==> config.mk <==
export PLATFORM = sky130hd
export DESIGN_NAME = rice_core_muldiv
export DESIGN_NICKNAME = d
export VERILOG_FILES = /design/src/rtl/rice_core_muldiv.sv
export SDC_FILE = /design/constraint.sdc
export NUM_CORES = 1
export LEC_CHECK = 0
export CELL_PAD_IN_SITES_DETAIL_PLACEMENT = 1
export CELL_PAD_IN_SITES_GLOBAL_PLACEMENT = 2
export CORE_UTILIZATION = 39
export CTS_CLUSTER_DIAMETER = 100
export DETAILED_ROUTE_END_ITERATION = 16
export PLACE_DENSITY_LB_ADDON = 0.1
export SLEW_MARGIN = 20
export SYNTH_ARGS = -nofsm -noshare
export SYNTH_HDL_FRONTEND = slang
export SYNTH_SLANG_ARGS = --single-unit
==> constraint.sdc <==
create_clock -name i_clk -period 9.6 [get_ports i_clk]
set_input_delay 1.92 -clock i_clk [delete_from_list [all_inputs] [get_ports i_clk]]
set_output_delay 1.92 -clock i_clk [all_outputs]
set_load 0.05 [all_outputs]
==> src/rtl/rice_core_muldiv.sv <==
// Iterative RISC-V M-extension unit: radix-2 shift-add multiply and restoring divide,
// with single-cycle fast paths for divide-by-zero and signed overflow.
module rice_core_muldiv #(
  parameter int XLEN = 32
) (
  input  logic            i_clk,
  input  logic            i_rst,
  input  logic            i_valid,
  output logic            o_ready,
  input  logic [2:0]      i_operation,
  input  logic [XLEN-1:0] i_rs1_value,
  input  logic [XLEN-1:0] i_rs2_value,
  input  logic            i_flush,
  output logic            o_valid,
  input  logic            i_result_ready,
  output logic [XLEN-1:0] o_result
);

  localparam int CW = $clog2(XLEN) + 1;
  localparam logic [CW-1:0]   CNT_MAX = CW'(XLEN);
  localparam logic [XLEN-1:0] MIN_INT = {1'b1, {(XLEN-1){1'b0}}};

  typedef enum logic [1:0] {IDLE, MUL, DIV, DONE} state_e;

  state_e              state_q, state_d;
  logic [1:0]          op_q, op_d;
  logic [XLEN-1:0]     a_q, a_d;
  logic [XLEN-1:0]     b_q, b_d;
  logic [2*XLEN-1:0]   prod_q, prod_d;
  logic [XLEN-1:0]     rem_q, rem_d;
  logic [CW-1:0]       cnt_q, cnt_d;
  logic                neg_q, neg_d;
  logic                rem_neg_q, rem_neg_d;
  logic [XLEN-1:0]     result_q, result_d;
  logic                valid_q, valid_d;
  logic                ready_q, ready_d;

  logic                s1, s2, div_zero, div_ovf, fast;
  logic [XLEN-1:0]     mag1, mag2;
  logic [XLEN:0]       mul_sum;
  logic [XLEN:0]       div_shift;
  logic [XLEN:0]       div_diff;
  logic [2*XLEN-1:0]   prod_fix;
  logic [XLEN-1:0]     quo_fix, rem_fix;

  always_comb begin
    state_d   = state_q;
    op_d      = op_q;
    a_d       = a_q;
    b_d       = b_q;
    prod_d    = prod_q;
    rem_d     = rem_q;
    cnt_d     = cnt_q;
    neg_d     = neg_q;
    rem_neg_d = rem_neg_q;
    result_d  = result_q;
    valid_d   = valid_q;

    // Signedness of each operand follows funct3: MULH/MULHSU sign rs1, only MULH signs rs2.
    if (i_operation[2]) begin
      s1 = !i_operation[0] && i_rs1_value[XLEN-1];
      s2 = !i_operation[0] && i_rs2_value[XLEN-1];
    end else begin
      s1 = (i_operation[1:0] == 2'b01 || i_operation[1:0] == 2'b10) && i_rs1_value[XLEN-1];
      s2 = (i_operation[1:0] == 2'b01) && i_rs2_value[XLEN-1];
    end
    mag1     = s1 ? -i_rs1_value : i_rs1_value;
    mag2     = s2 ? -i_rs2_value : i_rs2_value;
    div_zero = (i_rs2_value == '0);
    div_ovf  = !i_operation[0] && (i_rs1_value == MIN_INT) && (i_rs2_value == '1);
    fast     = i_operation[2] && (div_zero || div_ovf);

    mul_sum   = {1'b0, prod_q[2*XLEN-1:XLEN]} + (prod_q[0] ? {1'b0, a_q} : '0);
    div_shift = {rem_q, a_q[XLEN-1]};
    // Partial remainder stays below twice the divisor, so bit XLEN is a valid borrow flag.
    div_diff  = div_shift - {1'b0, b_q};
    prod_fix  = neg_q ? -prod_q : prod_q;
    quo_fix   = neg_q ? -a_q : a_q;
    rem_fix   = rem_neg_q ? -rem_q : rem_q;

    case (state_q)
      IDLE: begin
        if (i_valid && !i_flush) begin
          op_d      = i_operation[1:0];
          cnt_d     = '0;
          neg_d     = s1 ^ s2;
          rem_neg_d = s1;
          rem_d     = '0;
          prod_d    = '0;
          if (fast) begin
            a_d     = i_rs1_value;
            b_d     = i_rs2_value;
            state_d = DONE;
          end else if (i_operation[2]) begin
            a_d     = mag1;
            b_d     = mag2;
            state_d = DIV;
          end else begin
            a_d     = mag1;
            b_d     = '0;
            prod_d  = {{XLEN{1'b0}}, mag2};
            state_d = MUL;
          end
        end
      end
      MUL: begin
        if (cnt_q == CNT_MAX) begin
          result_d = (op_q == 2'b00) ? prod_fix[XLEN-1:0] : prod_fix[2*XLEN-1:XLEN];
          valid_d  = 1'b1;
          state_d  = DONE;
        end else begin
          prod_d = {mul_sum, prod_q[XLEN-1:1]};
          cnt_d  = cnt_q + 1'b1;
        end
      end
      DIV: begin
        if (cnt_q == CNT_MAX) begin
          result_d = op_q[1] ? rem_fix : quo_fix;
          valid_d  = 1'b1;
          state_d  = DONE;
        end else begin
          if (!div_diff[XLEN]) begin
            rem_d = div_diff[XLEN-1:0];
            a_d   = {a_q[XLEN-2:0], 1'b1};
          end else begin
            rem_d = div_shift[XLEN-1:0];
            a_d   = {a_q[XLEN-2:0], 1'b0};
          end
          cnt_d = cnt_q + 1'b1;
        end
      end
      DONE: begin
        // DONE entered without a result means a fast-path op; operands were kept raw.
        if (!valid_q) begin
          if (b_q == '0) result_d = op_q[1] ? a_q : '1;
          else           result_d = op_q[1] ? '0 : a_q;
          valid_d = 1'b1;
        end else if (i_result_ready) begin
          valid_d = 1'b0;
          state_d = IDLE;
        end
      end
      default: state_d = IDLE;
    endcase

    if (i_flush) begin
      state_d = IDLE;
      valid_d = 1'b0;
    end
    ready_d = (state_d == IDLE);
  end

  always_ff @(posedge i_clk) begin
    if (i_rst) begin
      state_q   <= IDLE;
      op_q      <= '0;
      a_q       <= '0;
      b_q       <= '0;
      prod_q    <= '0;
      rem_q     <= '0;
      cnt_q     <= '0;
      neg_q     <= 1'b0;
      rem_neg_q <= 1'b0;
      result_q  <= '0;
      valid_q   <= 1'b0;
      ready_q   <= 1'b1;
    end else begin
      state_q   <= state_d;
      op_q      <= op_d;
      a_q       <= a_d;
      b_q       <= b_d;
      prod_q    <= prod_d;
      rem_q     <= rem_d;
      cnt_q     <= cnt_d;
      neg_q     <= neg_d;
      rem_neg_q <= rem_neg_d;
      result_q  <= result_d;
      valid_q   <= valid_d;
      ready_q   <= ready_d;
    end
  end

  assign o_ready  = ready_q;
  assign o_valid  = valid_q;
  assign o_result = result_q;

endmodule

[After elaboration in Yosys (flattened, before gate mapping)]
Index checks and enable logic that the tools add are counted.
Storage, ports and cells
  bits of input ports: 72
  output and inout port bits: 34
  bits in registers: 206
Operators by class
  mux-type cells: 48
  add/subtract/negate cells: 8
  reduce and logical (&&, ||, !) cells: 30
  equality and inequality tests: 16
  bitwise operators: 1
Operator list (number)
  2-to-1 mux 32 bit: 23
  2-to-1 mux 64 bit: 3
  negation 32 bit: 4
  case mux 32 bit (2 select lines): 2
  case mux 64 bit (2 select lines): 1
  case mux 32 bit (3 select lines): 1
  equality test 32 bit, second input constant: 2
  zero test 32 bit: 2
  negation 64 bit: 1
  adder 32 x 32 -> 33 bit: 1
  subtractor 33 x 32 -> 33 bit: 1
  2-to-1 mux 2 bit: 7
  inequality test 2 bit, second input constant: 7
  2-to-1 mux 6 bit: 2
  case mux 6 bit (2 select lines): 1
  AND reduction 3 bit: 3
  logical AND 1 bit: 8
  nonzero test 2 bit: 4
  adder 6 x 1 -> 6 bit, second input constant: 1
  equality test 2 bit, second input constant: 3
  equality test 6 bit, second input constant: 1
  zero test 2 bit: 3
  2-to-1 mux 1 bit: 6
  case mux 2 bit (3 select lines): 1
  10 further kinds: 15

[Logic depth before layout (Yosys ltp)]
Gate-level depths: netlist of the first run.
  depth after elaboration: 10
  mapped depth: 15

[Least setup slack after synthesis of the first run]
OpenSTA, ideal clock, no wires.
  path type: input -> register
  from: in i_rs2_value[6]
  to: reg a_q[11]
  arrival time: 4282 ps
  path slack: 5185 ps
  cell stages on the path: 11
  path through: clkbuf_1 or4_1 nor3_1 nand4_1 o32ai_2 a21o_1 clkbuf_1 buf_2 a21oi_1 xnor2_1 o22ai_1
Between the ends
  word-level cells in the longest chain between the ends: 7
  elaborated cells on any way between the ends: 8
  classes of those cells: 1 x eq/ne; 3 x mux; 4 x reduce/logical
RTL lines
  start, declared: line 12  | input logic [XLEN-1:0] i_rs2_value,
  equality test 32 bit: line 70  | div_ovf = !i_operation[0] && (i_rs1_value == MIN_INT) && (i_rs2_value == '1);
  logical AND 1 bit: line 70
  logical OR 1 bit *: line 71  | fast = i_operation[2] && (div_zero || div_ovf);
  logical AND 1 bit *: line 71
  2-to-1 mux 32 bit *: line 90  | if (fast) begin
  2-to-1 mux 32 bit *: line 83  | if (i_valid && !i_flush) begin
  case mux 32 bit (2 select lines) *: line 81  | case (state_q)
  end signal, assigned: line 157  | a_q <= '0;
  end signal, assigned: line 170  | a_q <= a_d;
  end, declared: line 27  | logic [XLEN-1:0] a_q, a_d;
Every way passes the cells marked *; elsewhere a longest branch is shown, timed or not. The select of a mux whose other input is x is not followed.
A chain may end at the register's enable or synchronous reset.

[Final worst setup path of the first run]
  from: in i_rs1_value[8]
  to: reg b_q[27]
Between the ends
  word-level cells in the longest chain between the ends: 6
RTL lines
  start, declared: line 11  | input logic [XLEN-1:0] i_rs1_value,
  equality test 32 bit: line 70
  logical AND 1 bit (2 in a row): line 70
  logical OR 1 bit: line 71
  logical AND 1 bit: line 71
  2-to-1 mux 32 bit: line 90
  end signal, assigned: line 158  | b_q <= '0;
  end signal, assigned: line 171  | b_q <= b_d;
  end, declared: line 28  | logic [XLEN-1:0] b_q, b_d;
Every way passes these cells.

==> results of run 1 <==
[layer usage]
layer	global-route usage [%]	vias up	share of wire, %
li1	-	8605	-
met1	43.3	9198	44
met2	54.1	572	47
met3	3.66	132	5.2
met4	11.6	2	3.7
met5	0	-	0.016
[Yosys cell counts (41+ instances only)]
cell type	count
sky130_fd_sc_hd__nand3_1	59
sky130_fd_sc_hd__nor2_1	199
sky130_fd_sc_hd__a21oi_1	170
sky130_fd_sc_hd__xnor2_1	123
sky130_fd_sc_hd__dfxtp_1	206
sky130_fd_sc_hd__ha_1	77
sky130_fd_sc_hd__o31ai_1	48
sky130_fd_sc_hd__nand2_1	194
sky130_fd_sc_hd__a211oi_1	41
sky130_fd_sc_hd__clkbuf_1	156
sky130_fd_sc_hd__xor2_1	107
sky130_fd_sc_hd__nor3_1	88
sky130_fd_sc_hd__inv_1	73
sky130_fd_sc_hd__a221oi_1	47
sky130_fd_sc_hd__o21ai_0	185
[path summary, 6_finish.rpt]
kind	end	slack, ns	cells past startpoint
worst max-delay path	b_q[27]	3.93	10
worst min-delay path	b_q[10]	0.48	2
worst max register to register	rem_q[7]	5.17	13
worst min register to register	b_q[10]	0.48	2
[where the power goes]
| part | internal, mW | total [mW] | switching [mW] | leakage, nW |
|---|---|---|---|---|
| Clock | 0.608 | 1.04 | 0.434 | 0.434 |
| Combinational | 0.347 | 0.967 | 0.621 | 5.14 |
| Sequential | 0.914 | 1.03 | 0.112 | 1.68 |
| Total | 1.87 | 3.04 | 1.17 | 7.25 |
[cell type report]
cell class / count / area (um2) / area share, %
multi-input cells: 1893 / 12400 / 62.8
diodes: 2 / 5.00 / 0.0253
clock buffers: 40 / 773 / 3.91
well taps: 592 / 741 / 3.74
flip-flops and latches: 206 / 4130 / 20.8
repair buffers: 140 / 1330 / 6.73
clock inverters: 8 / 105 / 0.531
inverters: 74 / 278 / 1.40
[cell families after synthesis]
family | after synthesis
buffers and inverters | 250
adder cells (fa/ha/maj) | 104
multiplexers | 29
AO/OA/AOI/OAI | 743
flip-flops | 206
AND/OR/NAND/NOR | 786
XOR/XNOR | 231
[per-stage QoR]
step	utilization (%)	hold WS, ns
floorplan	-	0.444
global placement	42.7	0.467
detailed placement	42.7	0.478
CTS	44.7	0.487
global route	44.7	0.508
finish	44.8	0.479
[sequential cells by signal, summed over array words and instances, names as in the netlist, 2 cells and up]
name and count:
a_q 32, o_result 32, prod_q 64, op_q 2, state_q 2, b_q 32, cnt_q 6, rem_q 32
[worst min-delay path: stages (launching register included)]
cell and delay (ns):
sky130_fd_sc_hd__dfxtp_1 0.32, sky130_fd_sc_hd__nand2_1 0.06, sky130_fd_sc_hd__a21oi_1 0.05
==> summary.md, run 1 <==
| Metric | Value |
|---|---|
| Proportion of synthesized chip area in sequential cells | `23.6%` |
| Overflow left after global routing | `0` |
| Cell family with most CP delay | `simple AND/OR/NAND/NOR gates` |
| Maximum buffer depth of the clock tree | `3` |
| Count of final hold-check violations | `0` |
| Half-perimeter wire length after placement | `55,700 um` |
| Master of the slowest instance on the critical path | `sky130_fd_sc_hd__or4_1` |
| Required @ worst endpoint | `a little over 10 ns` |
| CTS root buf | `sky130_fd_sc_hd__clkbuf_16` |
| Worst Setup Slack, final | `3.93 ns` |
| Drt via density | `~6.3` |
| Count of input and output buffers | `105` |
| Final antenna-violating net count | `0` |
| Drt first pass iters | `5` |
| Chip Height | `around 210 um` |
| Min-Delay Startpoint | `b_q[10]` |
| Cells after synthesis | `2,349` |
| Largest net degree at the start of global routing | `67` |
| Area share of and/or/nand/nor cells after synthesis | `22.3%` |
| Area growth from synthesis to layout | `13.4%` |
| Endpoint class of the critical path | `flop` |
| Chip width | `214 um` |
| Slowest stage delay, CP | `approximately 0.63 ns` |
| Launch point of the worst path | `i_rs1_value[8]` |
| Hold-fix buffers at CTS | `0` |
| Outcome | `finished, final reports clean` |
| Mux contribution to synthesized area | `1.70%` |
| Average instance area after synthesis | `7.43 um2` |
| Syn Std Cell Area | `0.0174 mm2` |
| Average routed wire per standard cell | `between 20 and 30 um` |
| Most common library cell in the layout ignoring fill and taps | `sky130_fd_sc_hd__dfxtp_1` |
| FILL cells | `between 5,000 and 6,000` |
| Largest family of logic cells by synthesized area | `compound AO/OA/AOI/OAI gates` |
| Core Rows | `77` |
| Ys flop type | `sky130_fd_sc_hd__dfxtp_1` |
| GP Congestion | `0.917` |
| Path category of the worst min-delay check | `flop to flop` |
| Post-CTS setup repair buffer count | `0` |
| Total wirelength of the detailed-routed design | `74,300 um` |
| Area leader, netlist | `sky130_fd_sc_hd__dfxtp_1` |
| Max frequency | `176 MHz` |
| Total number of nets in the final design | `~2,500` |
| Cell count after placement | `approximately 2,900` |
| Critical-path maximum fanout | `19` |
| P_leak | `slightly above 7 nW` |
| Violation count after the first detailed-routing iteration | `1,358` |
| Number of gates given a new drive strength after cts | `0` |
| Share of layout cells above drive strength 1 | `5.34%` |
| Slew at the pin closest to its max-slew limit | `1.07 ns` |
| Finished Layout Cells | `2,955` |
| Area share of the leading cell type in the synthesized netlist | `23.6%` |
| Post-DP Area | `0.0189 mm2` |
| Synthesized-area fraction occupied by ao, oa, aoi and oai cells | `28.1%` |
| Area of the core | `0.0442 mm2` |
| Cell-by-cell listing of the critical path | `clkdlybuf4s50_1 > or4_1 > nor4b_2 > nand4_1 > o32ai_2 > buf_4 > nand3_1 > nand2_1 > a21oi_1 > a211oi_1` |
| Top cells by area, synth | `sky130_fd_sc_hd__dfxtp_1, sky130_fd_sc_hd__xnor2_1, sky130_fd_sc_hd__ha_1` |
| Post-synthesis sequential element count | `206` |
| Overall fraction of global-route tracks in use | `32.5%` |
| Adder-Cell Fraction of Synth Area | `7.18%` |
| Via count | `18,500` |
| CTS HTree Levels | `1` |
| Critical setup path kind | `input port to flop` |
| Crit path DAT | `6.14 ns` |
| CTS tree | `done` |
| Skew-Pair Late Insertion Delay | `around 0.58 ns` |
| Worst-path clk slew | `0.06 ns` |
| Antenna violations before repair | `5` |
| Max rail drop VDD | `0.000128 V` |
| Critical Path Start Type | `input port` |
| Xor/xnor cell area share of the yosys netlist | `11.6%` |
| DR DRC count | `0` |
| Share of flip-flops with an asynchronous set or reset | `0%` |
| YS warnings | `0` |
| Min Clock Period, post-route | `5.67 ns` |
| Post-synth EDFFs | `0` |
| Power density over cell area | `153 mW/mm2` |
| Start of the worst register-to-register path | `a_q[31]` |
| Setup Slack @ Placement | `~3.3 ns` |
| Final setup violation count | `0` |
| Worst-case clock skew | `between 0.02 and 0.03 ns` |
| Area of the die | `approximately 0.046 mm2` |
| Number of max-capacitance violations reported | `0` |
| Fin crit share | `59.1%` |
| Max-slew violation count | `0` |
| Wire length of the first global-routing pass | `113,000 um` |
| Sinks on the clock net | `206` |
| Relative slew slack | `a little under 30%` |
| Number of global-route vias before repair | `between 15,000 and 20,000` |
| RSZ-0062 raised after global routing | `no` |
| Net count after synthesis | `about 2,500` |
| Initial standard-cell utilization of the core | `39.5%` |
| Aggregate negative setup slack | `0 ns` |
| Count of cell types in the netlist | `87` |
| Final non-filler cell area | `0.0198 mm2` |
| Commonest cells after routing, fill and taps aside | `sky130_fd_sc_hd__dfxtp_1, sky130_fd_sc_hd__nor2_1, sky130_fd_sc_hd__nand2_1` |
| # IOs | `roughly 110` |
| Overall power after layout | `3.04 mW` |
| TritonCTS Buffers | `26` |
| Buffers & Inverters on Critical Path | `2` |
Note: power is estimated with default switching activity, not from simulation.
==> run 2, diff against run 1 <==
--- a/config.mk
+++ b/config.mk
@@ -7,7 +7,7 @@
 export LEC_CHECK = 0
 export CELL_PAD_IN_SITES_DETAIL_PLACEMENT = 1
 export CELL_PAD_IN_SITES_GLOBAL_PLACEMENT = 2
-export CORE_UTILIZATION = 39
+export CORE_UTILIZATION = 36
 export CTS_CLUSTER_DIAMETER = 100
 export DETAILED_ROUTE_END_ITERATION = 16
 export PLACE_DENSITY_LB_ADDON = 0.1
==> constraint.sdc (replaced) <==
create_clock -name i_clk -period 5.9 [get_ports i_clk]
set_input_delay 1.18 -clock i_clk [delete_from_list [all_inputs] [get_ports i_clk]]
set_output_delay 1.18 -clock i_clk [all_outputs]
set_load 0.05 [all_outputs]
==> summary.md, run 2 (synthesis results as in run 1) <==
| Metric | Value |
|---|---|
| Number of gates given a new drive strength after cts | `0 (unchanged)` |
| Critical Path Start Type | `input port (unchanged)` |
| Violation count after the first detailed-routing iteration | `1,318 (was 1,358)` |
| RSZ-0062 raised after global routing | `no (unchanged)` |
| Overall power after layout | `5.00 mW (was 3.04 mW)` |
| CTS root buf | `sky130_fd_sc_hd__clkbuf_16 (unchanged)` |
| Total wirelength of the detailed-routed design | `75,600 um (was 74,300 um)` |
| Post-CTS setup repair buffer count | `0 (unchanged)` |
| Area growth from synthesis to layout | `14.0% (was 13.4%)` |
| Wire length the detailed router placed on met1 | `34,500 um (was 32,900 um)` |
| CTS tree | `done (unchanged)` |
| Initial standard-cell utilization of the core | `36.5% (was 39.5%)` |
| Slew at the pin closest to its max-slew limit | `1.11 ns (was 1.07 ns)` |
| Drt via density | `6.15 (was 6.26)` |
| Worst-case clock skew | `0.0283 ns (was 0.0275 ns)` |
| Overflow left after global routing | `0 (unchanged)` |
| Required @ worst endpoint | `6.36 ns (was 10.07 ns)` |
| Max-slew violation count | `0 (unchanged)` |
| Crit path DAT | `5.03 ns (was 6.14 ns)` |
| Commonest cells after routing, fill and taps aside | `sky130_fd_sc_hd__dfxtp_1, sky130_fd_sc_hd__nor2_1, sky130_fd_sc_hd__nand2_1 (unchanged)` |
| Via count | `18,400 (was 18,500)` |
| Max frequency | `219 MHz` |
| Relative slew slack | `25.1% (was 28.8%)` |
| Final setup violation count | `0 (unchanged)` |
| Power density over cell area | `251 mW/mm2 (was 153 mW/mm2)` |
| Register bank with the most flops | `prod_q (unchanged)` |
| Chip Height | `222 um (was 214 um)` |
| Area of the die | `0.0494 mm2 (was 0.0456 mm2)` |
| Total number of nets in the final design | `2,501 (was 2,492)` |
| Critical-path maximum fanout | `17 (was 19)` |
| Average routed wire per standard cell | `25.3 um (was 25.1 um)` |
| Most common library cell in the layout ignoring fill and taps | `sky130_fd_sc_hd__dfxtp_1 (unchanged)` |
| Min Clock Period, post-route | `around 4.6 ns` |
| Met3 WL | `3160 um (was 3880 um)` |
| Antenna violations before repair | `0 (was 5)` |
| # IOs | `106 (unchanged)` |
| Routed wl met2 | `35,000 um (was 34,700 um)` |
| Count of final hold-check violations | `0 (unchanged)` |
| Critical setup path kind | `input port to flop (unchanged)` |
| Number of max-capacitance violations reported | `0 (unchanged)` |
| CTS HTree Levels | `1 (unchanged)` |
| Endpoint class of the critical path | `flop (unchanged)` |
| Post-Route Hold Slack | `0.474 ns (was 0.479 ns)` |
| DR DRC count | `0 (unchanged)` |
| Final antenna-violating net count | `0 (unchanged)` |
| P_leak | `7.30 nW (was 7.25 nW)` |
| Finished Layout Cells | `2,987 (was 2,955)` |
| Overall fraction of global-route tracks in use | `29.9% (was 32.5%)` |
| Maximum buffer depth of the clock tree | `3 (unchanged)` |
| Count of input and output buffers | `105 (unchanged)` |
| Core Rows | `80 (was 77)` |
| Cell count after placement | `2,935 (was 2,905)` |
| GP Congestion | `0.919 (was 0.917)` |
| Number of flip-flops in the largest register | `64 (unchanged)` |
| Chip width | `222 um (was 214 um)` |
| Worst-case reg-to-reg path depth | `13 (unchanged)` |
| Number of diodes | `0 (was 2)` |
| Max rail drop VDD | `0.000240 V (was 0.000128 V)` |
| Largest net degree at the start of global routing | `75 (was 67)` |
| Sinks on the clock net | `206 (unchanged)` |
| Half-perimeter wire length after placement | `57,100 um (was 55,700 um)` |
| Wire length of the first global-routing pass | `115,000 um (was 113,000 um)` |
| Top metal layer carrying routed signals | `met4 (was met5)` |
| Fin crit share | `77.4%` |
| TritonCTS Buffers | `28 (was 26)` |
| Outcome | `finished, final reports clean (unchanged)` |
| Number of global-route vias before repair | `18,300 (was 18,400)` |
| Drt first pass iters | `5 (unchanged)` |
| Hold-fix buffers at CTS | `0 (unchanged)` |
| Aggregate negative setup slack | `0 ns (unchanged)` |
| Hold path depth | `2 (unchanged)` |
| Share of layout cells above drive strength 1 | `5.82% (was 5.34%)` |
| Skew-Pair Late Insertion Delay | `0.59 ns (was 0.58 ns)` |
| Path category of the worst min-delay check | `flop to flop (unchanged)` |
| Area of the core | `0.0477 mm2 (was 0.0442 mm2)` |
| Worst-path clk slew | `0.05 ns (was 0.06 ns)` |
[run 2: cell count changes in the layout (fill, tap and decap cells not counted), sizes merged]
cell | before | now
diode | 2 | 0
clkinv | 7 | 12
clkbuf | 40 | 36
clkinvlp | 0 | 2
inv | 73 | 74
buf | 36 | 43
[run 2: worst max-delay path, cell delays in order]
cell and delay, ns:
sky130_fd_sc_hd__clkdlybuf4s50_1 0.47, sky130_fd_sc_hd__or3_1 0.46, sky130_fd_sc_hd__nor4_1 0.55, sky130_fd_sc_hd__nand4_1 0.55
sky130_fd_sc_hd__o32ai_2 0.54, sky130_fd_sc_hd__a21o_1 0.64, sky130_fd_sc_hd__nor2_1 0.14, sky130_fd_sc_hd__xnor2_1 0.16
sky130_fd_sc_hd__o21ai_0 0.09, sky130_fd_sc_hd__a22o_1 0.22
[run 2: path summary, 6_finish.rpt]
| path | startpoint | to | slack (ns) |
|---|---|---|---|
| setup / recovery | i_rs1_value[22] | a_q[21] | 1.33 |
| setup reg to reg | a_q[31] | rem_q[7] | 1.65 |
| hold reg to reg | b_q[10] | b_q[10] | 0.47 |
| hold / removal | b_q[10] | b_q[10] | 0.47 |
[run 2: power breakdown]
part	switching, mW	internal, mW
registers	0.178	1.49
clock network	0.744	1.00
logic	1.02	0.564
[run 2: through the flow]
stage / instance area [um2] / utilization [%] / worst slack (ns)
3_5_place_dp: 19000 / 39.7 / 0.864
3_3_place_gp: 19000 / 39.7 / 0.908
6_report: 19900 / 41.6 / 1.33
4_1_cts: 19900 / 41.6 / 1.42
5_1_grt: 19900 / 41.6 / 1.17
2_1_floorplan: 17400 / - / 2.22
[run 2: final cells by class]
type / instances / area [um2]
fill: 5914 / 27900
multi-input combinational: 1893 / 12400
sequential: 206 / 4130
timing repair buffer: 147 / 1360
tap: 615 / 769
clock buffer: 36 / 761
inverter: 74 / 278
clock inverter: 16 / 158
[run 2: routing by layer]
layer,GRT usage [%],vias to the layer above
met1,40.2,9149
met2,49.8,475
met4,10.7,0
met5,0,-
li1,-,8625
met3,2.46,135
==> run 3, diff against run 2 <==
--- a/config.mk
+++ b/config.mk
@@ -7,7 +7,7 @@
 export LEC_CHECK = 0
 export CELL_PAD_IN_SITES_DETAIL_PLACEMENT = 1
 export CELL_PAD_IN_SITES_GLOBAL_PLACEMENT = 2
-export CORE_UTILIZATION = 36
+export CORE_UTILIZATION = 32
 export CTS_CLUSTER_DIAMETER = 100
 export DETAILED_ROUTE_END_ITERATION = 16
 export PLACE_DENSITY_LB_ADDON = 0.1
==> constraint.sdc (replaced) <==
create_clock -name i_clk -period 3.9 [get_ports i_clk]
set_input_delay 0.78 -clock i_clk [delete_from_list [all_inputs] [get_ports i_clk]]
set_output_delay 0.78 -clock i_clk [all_outputs]
set_load 0.05 [all_outputs]
==> summary.md, run 3 (synthesis results as in run 1) <==
| Metric | Value |
|---|---|
| Final setup violation count | `0 (unchanged)` |
| Worst-path clk slew | `0.06 ns (was 0.05 ns)` |
| Net switching fraction of the power | `38.7% (was 38.9%)` |
| Maximum buffer depth of the clock tree | `3 (unchanged)` |
| Share of layout cells above drive strength 1 | `10.2% (was 5.82%)` |
| Number of diodes | `0 (unchanged)` |
| Drt via density | `5.92 (was 6.15)` |
| Number of global-route vias before repair | `19,100 (was 18,300)` |
| GP Congestion | `0.958 (was 0.919)` |
| Average routed wire per standard cell | `25.3 um (about the same)` |
| Sinks on the clock net | `206 (unchanged)` |
| Setup Slack @ Placement | `-0.0646 ns (was 0.864 ns)` |
| Power share of the sequential group | `31.5% (was 33.3%)` |
| Chip Height | `236 um (was 222 um)` |
| Clock Power Share | `34.9% (was 35.0%)` |
| Post-Route Hold Slack | `0.478 ns (was 0.474 ns)` |
| Chip width | `236 um (was 222 um)` |
| Critical-path maximum fanout | `8 (was 17)` |
| Number of flip-flops in the largest register | `64 (unchanged)` |
| Max rail drop VDD | `0.000298 V (was 0.000240 V)` |
| Post-DP Area | `0.0200 mm2 (was 0.0190 mm2)` |
| Final non-filler cell area | `0.0209 mm2 (was 0.0199 mm2)` |
| Critical Path Start Type | `flop (was input port)` |
| Critical register-to-register path endpoint | `o_result[26] (was rem_q[7])` |
| Worst-case reg-to-reg path depth | `11 (was 13)` |
| Min Clock Period, post-route | `3.71 ns` |
| Violation count after the first detailed-routing iteration | `1,223 (was 1,318)` |
| Path category of the worst min-delay check | `flop to flop (unchanged)` |
| Flop2flop setup slack | `0.19 ns (was 1.65 ns)` |
| Number of max-capacitance violations reported | `0 (unchanged)` |
| Count of input and output buffers | `105 (unchanged)` |
| Total number of nets in the final design | `2,619 (was 2,501)` |
| End-of-flow core utilization | `38.9% (was 41.6%)` |
| Skew-Pair Late Insertion Delay | `0.60 ns (was 0.59 ns)` |
| Overflow left after global routing | `0 (unchanged)` |
| TritonCTS Buffers | `29 (was 28)` |
| Power density over cell area | `373 mW/mm2 (was 251 mW/mm2)` |
| Endpoint class of the critical path | `flop (unchanged)` |
| Required @ worst endpoint | `4.34 ns (was 6.36 ns)` |
| Max frequency | `around 270 MHz` |
| Sw power | `3.02 mW (was 1.94 mW)` |
| Initial standard-cell utilization of the core | `32.4% (was 36.5%)` |
| Combinational group share of total power | `33.6% (was 31.7%)` |
| WHS Endpoint | `b_q[8] (was b_q[10])` |
| Area of the core | `0.0538 mm2 (was 0.0477 mm2)` |
| Min-Delay Startpoint | `b_q[8] (was b_q[10])` |
| CTS tree | `done (unchanged)` |
| Power Internal | `4.79 mW (was 3.05 mW)` |
| Wire length of the first global-routing pass | `121,000 um (was 115,000 um)` |
| Slew at the pin closest to its max-slew limit | `1.09 ns (was 1.11 ns)` |
| Largest net degree at the start of global routing | `76 (was 75)` |
| Most common library cell in the layout ignoring fill and taps | `sky130_fd_sc_hd__dfxtp_1 (unchanged)` |
| Register bank with the most flops | `prod_q (unchanged)` |
| Overall fraction of global-route tracks in use | `28.5% (was 29.9%)` |
| RSZ-0062 raised after global routing | `no (unchanged)` |
| Worst Setup Slack, final | `0.192 ns (was 1.33 ns)` |
| FILL cells | `6,542 (was 5,914)` |
| Commonest cells after routing, fill and taps aside | `sky130_fd_sc_hd__dfxtp_1, sky130_fd_sc_hd__nor2_1, sky130_fd_sc_hd__nand2_1 (unchanged)` |
| Fin crit share | `95.1%` |
| Outcome | `finished, final reports clean (unchanged)` |
| CTS root buf | `sky130_fd_sc_hd__clkbuf_16 (unchanged)` |
| Start of the worst register-to-register path | `a_q[1] (was a_q[31])` |
| Count of final hold-check violations | `0 (unchanged)` |
| Max-slew violation count | `0 (unchanged)` |
| Total wirelength of the detailed-routed design | `80,600 um (was 75,600 um)` |
| CTS HTree Levels | `1 (unchanged)` |
| Worst-case clock skew | `0.0206 ns (was 0.0283 ns)` |
| Final antenna-violating net count | `0 (unchanged)` |
| Relative slew slack | `27.1% (was 25.1%)` |
| Critical setup path kind | `flop to flop (was input port to flop)` |
| # IOs | `106 (unchanged)` |
| Area of the die | `0.0555 mm2 (was 0.0494 mm2)` |
| Drt first pass iters | `5 (unchanged)` |
| Half-perimeter wire length after placement | `62,900 um (was 57,100 um)` |
| Crit path DAT | `4.15 ns (was 5.03 ns)` |
| Area growth from synthesis to layout | `20.0% (was 14.0%)` |
| Antenna violations before repair | `0 (unchanged)` |
| Via count | `18,800 (was 18,400)` |
| Core Rows | `85 (was 80)` |
| Hold path depth | `2 (unchanged)` |
| DR DRC count | `0 (unchanged)` |
| P_leak | `7.92 nW (was 7.30 nW)` |
[run 3: cell count changes in the layout (fill, tap and decap cells not counted), moves of 2 or more]
cell,delta
sky130_fd_sc_hd__clkbuf_8,+4
sky130_fd_sc_hd__buf_4,+113
sky130_fd_sc_hd__clkinv_4,-2
sky130_fd_sc_hd__clkinvlp_4,+2
sky130_fd_sc_hd__buf_12,+4
sky130_fd_sc_hd__clkinv_2,-4
[run 3: area by class of cell]
class / instances / area [um2] / share of cell area, %
multi-input cells: 1893 / 12400 / 59.3
inverters: 74 / 278 / 1.33
repair buffers: 264 / 2290 / 10.9
flip-flops and latches: 206 / 4130 / 19.7
clock inverters: 12 / 118 / 0.562
well taps: 696 / 871 / 4.16
clock buffers: 41 / 841 / 4.02
[run 3: worst max path at each step]
stage	cells after the start	start	end	slack [ns]
2_1_floorplan	13	a_q[31]	rem_q[25]	0.55
3_3_place_gp	13	i_rs1_value[21]	a_q[20]	-0.03
3_5_place_dp	13	i_rs1_value[22]	a_q[19]	-0.06
4_1_cts	14	a_q[0]	prod_q[61]	0.25
5_1_grt	14	a_q[0]	prod_q[63]	0.06
6_report	11	a_q[1]	o_result[26]	0.19
[run 3: routing by layer]
| metal | GRT usage, % | wire length, um |
|---|---|---|
| met5 | 0 | 0 |
| met4 | 10.5 | 3020 |
| met3 | 2.25 | 2800 |
| met2 | 48.4 | 38200 |
| met1 | 37.5 | 36500 |
[run 3: repair_timing]
action	in CTS	in global routing
endpoints found under the setup margin	0	2
resized for setup	0	1
hold buffers	0	0
endpoints found under the hold margin	0	0
setup buffers	0	0
[run 3: per-stage QoR]
step	std cells	setup TNS, ns	power, mW
2_1_floorplan	2349	0	4.02
3_3_place_gp	3133	-0.0650	5.07
3_5_place_dp	3133	-0.559	5.10
4_1_cts	3186	0	7.85
5_1_grt	3186	0	8.15
6_report	3186	0	7.81
[run 3: worst max-delay path, stage by stage (launching register included)]
cell                        delay, ns
sky130_fd_sc_hd__dfxtp_1         0.42
sky130_fd_sc_hd__buf_4           0.23
sky130_fd_sc_hd__inv_1           0.08
sky130_fd_sc_hd__ha_1            0.22
sky130_fd_sc_hd__or3b_1          0.47
sky130_fd_sc_hd__nand4bb_1       0.53
sky130_fd_sc_hd__or4_1           0.63
sky130_fd_sc_hd__o21ai_1         0.17
sky130_fd_sc_hd__xor2_1          0.17
sky130_fd_sc_hd__o22ai_1         0.10
sky130_fd_sc_hd__a211oi_1        0.42
sky130_fd_sc_hd__a211oi_1        0.14
[run 3: power groups by stage]
stage	clock network [mW]	logic, mW	registers (mW)
6_report	2.72	2.62	2.46
5_1_grt	2.86	2.81	2.48
4_1_cts	2.79	2.61	2.46
3_3_place_gp	0	2.57	2.50
3_5_place_dp	0	2.59	2.50
2_1_floorplan	0	1.48	2.55
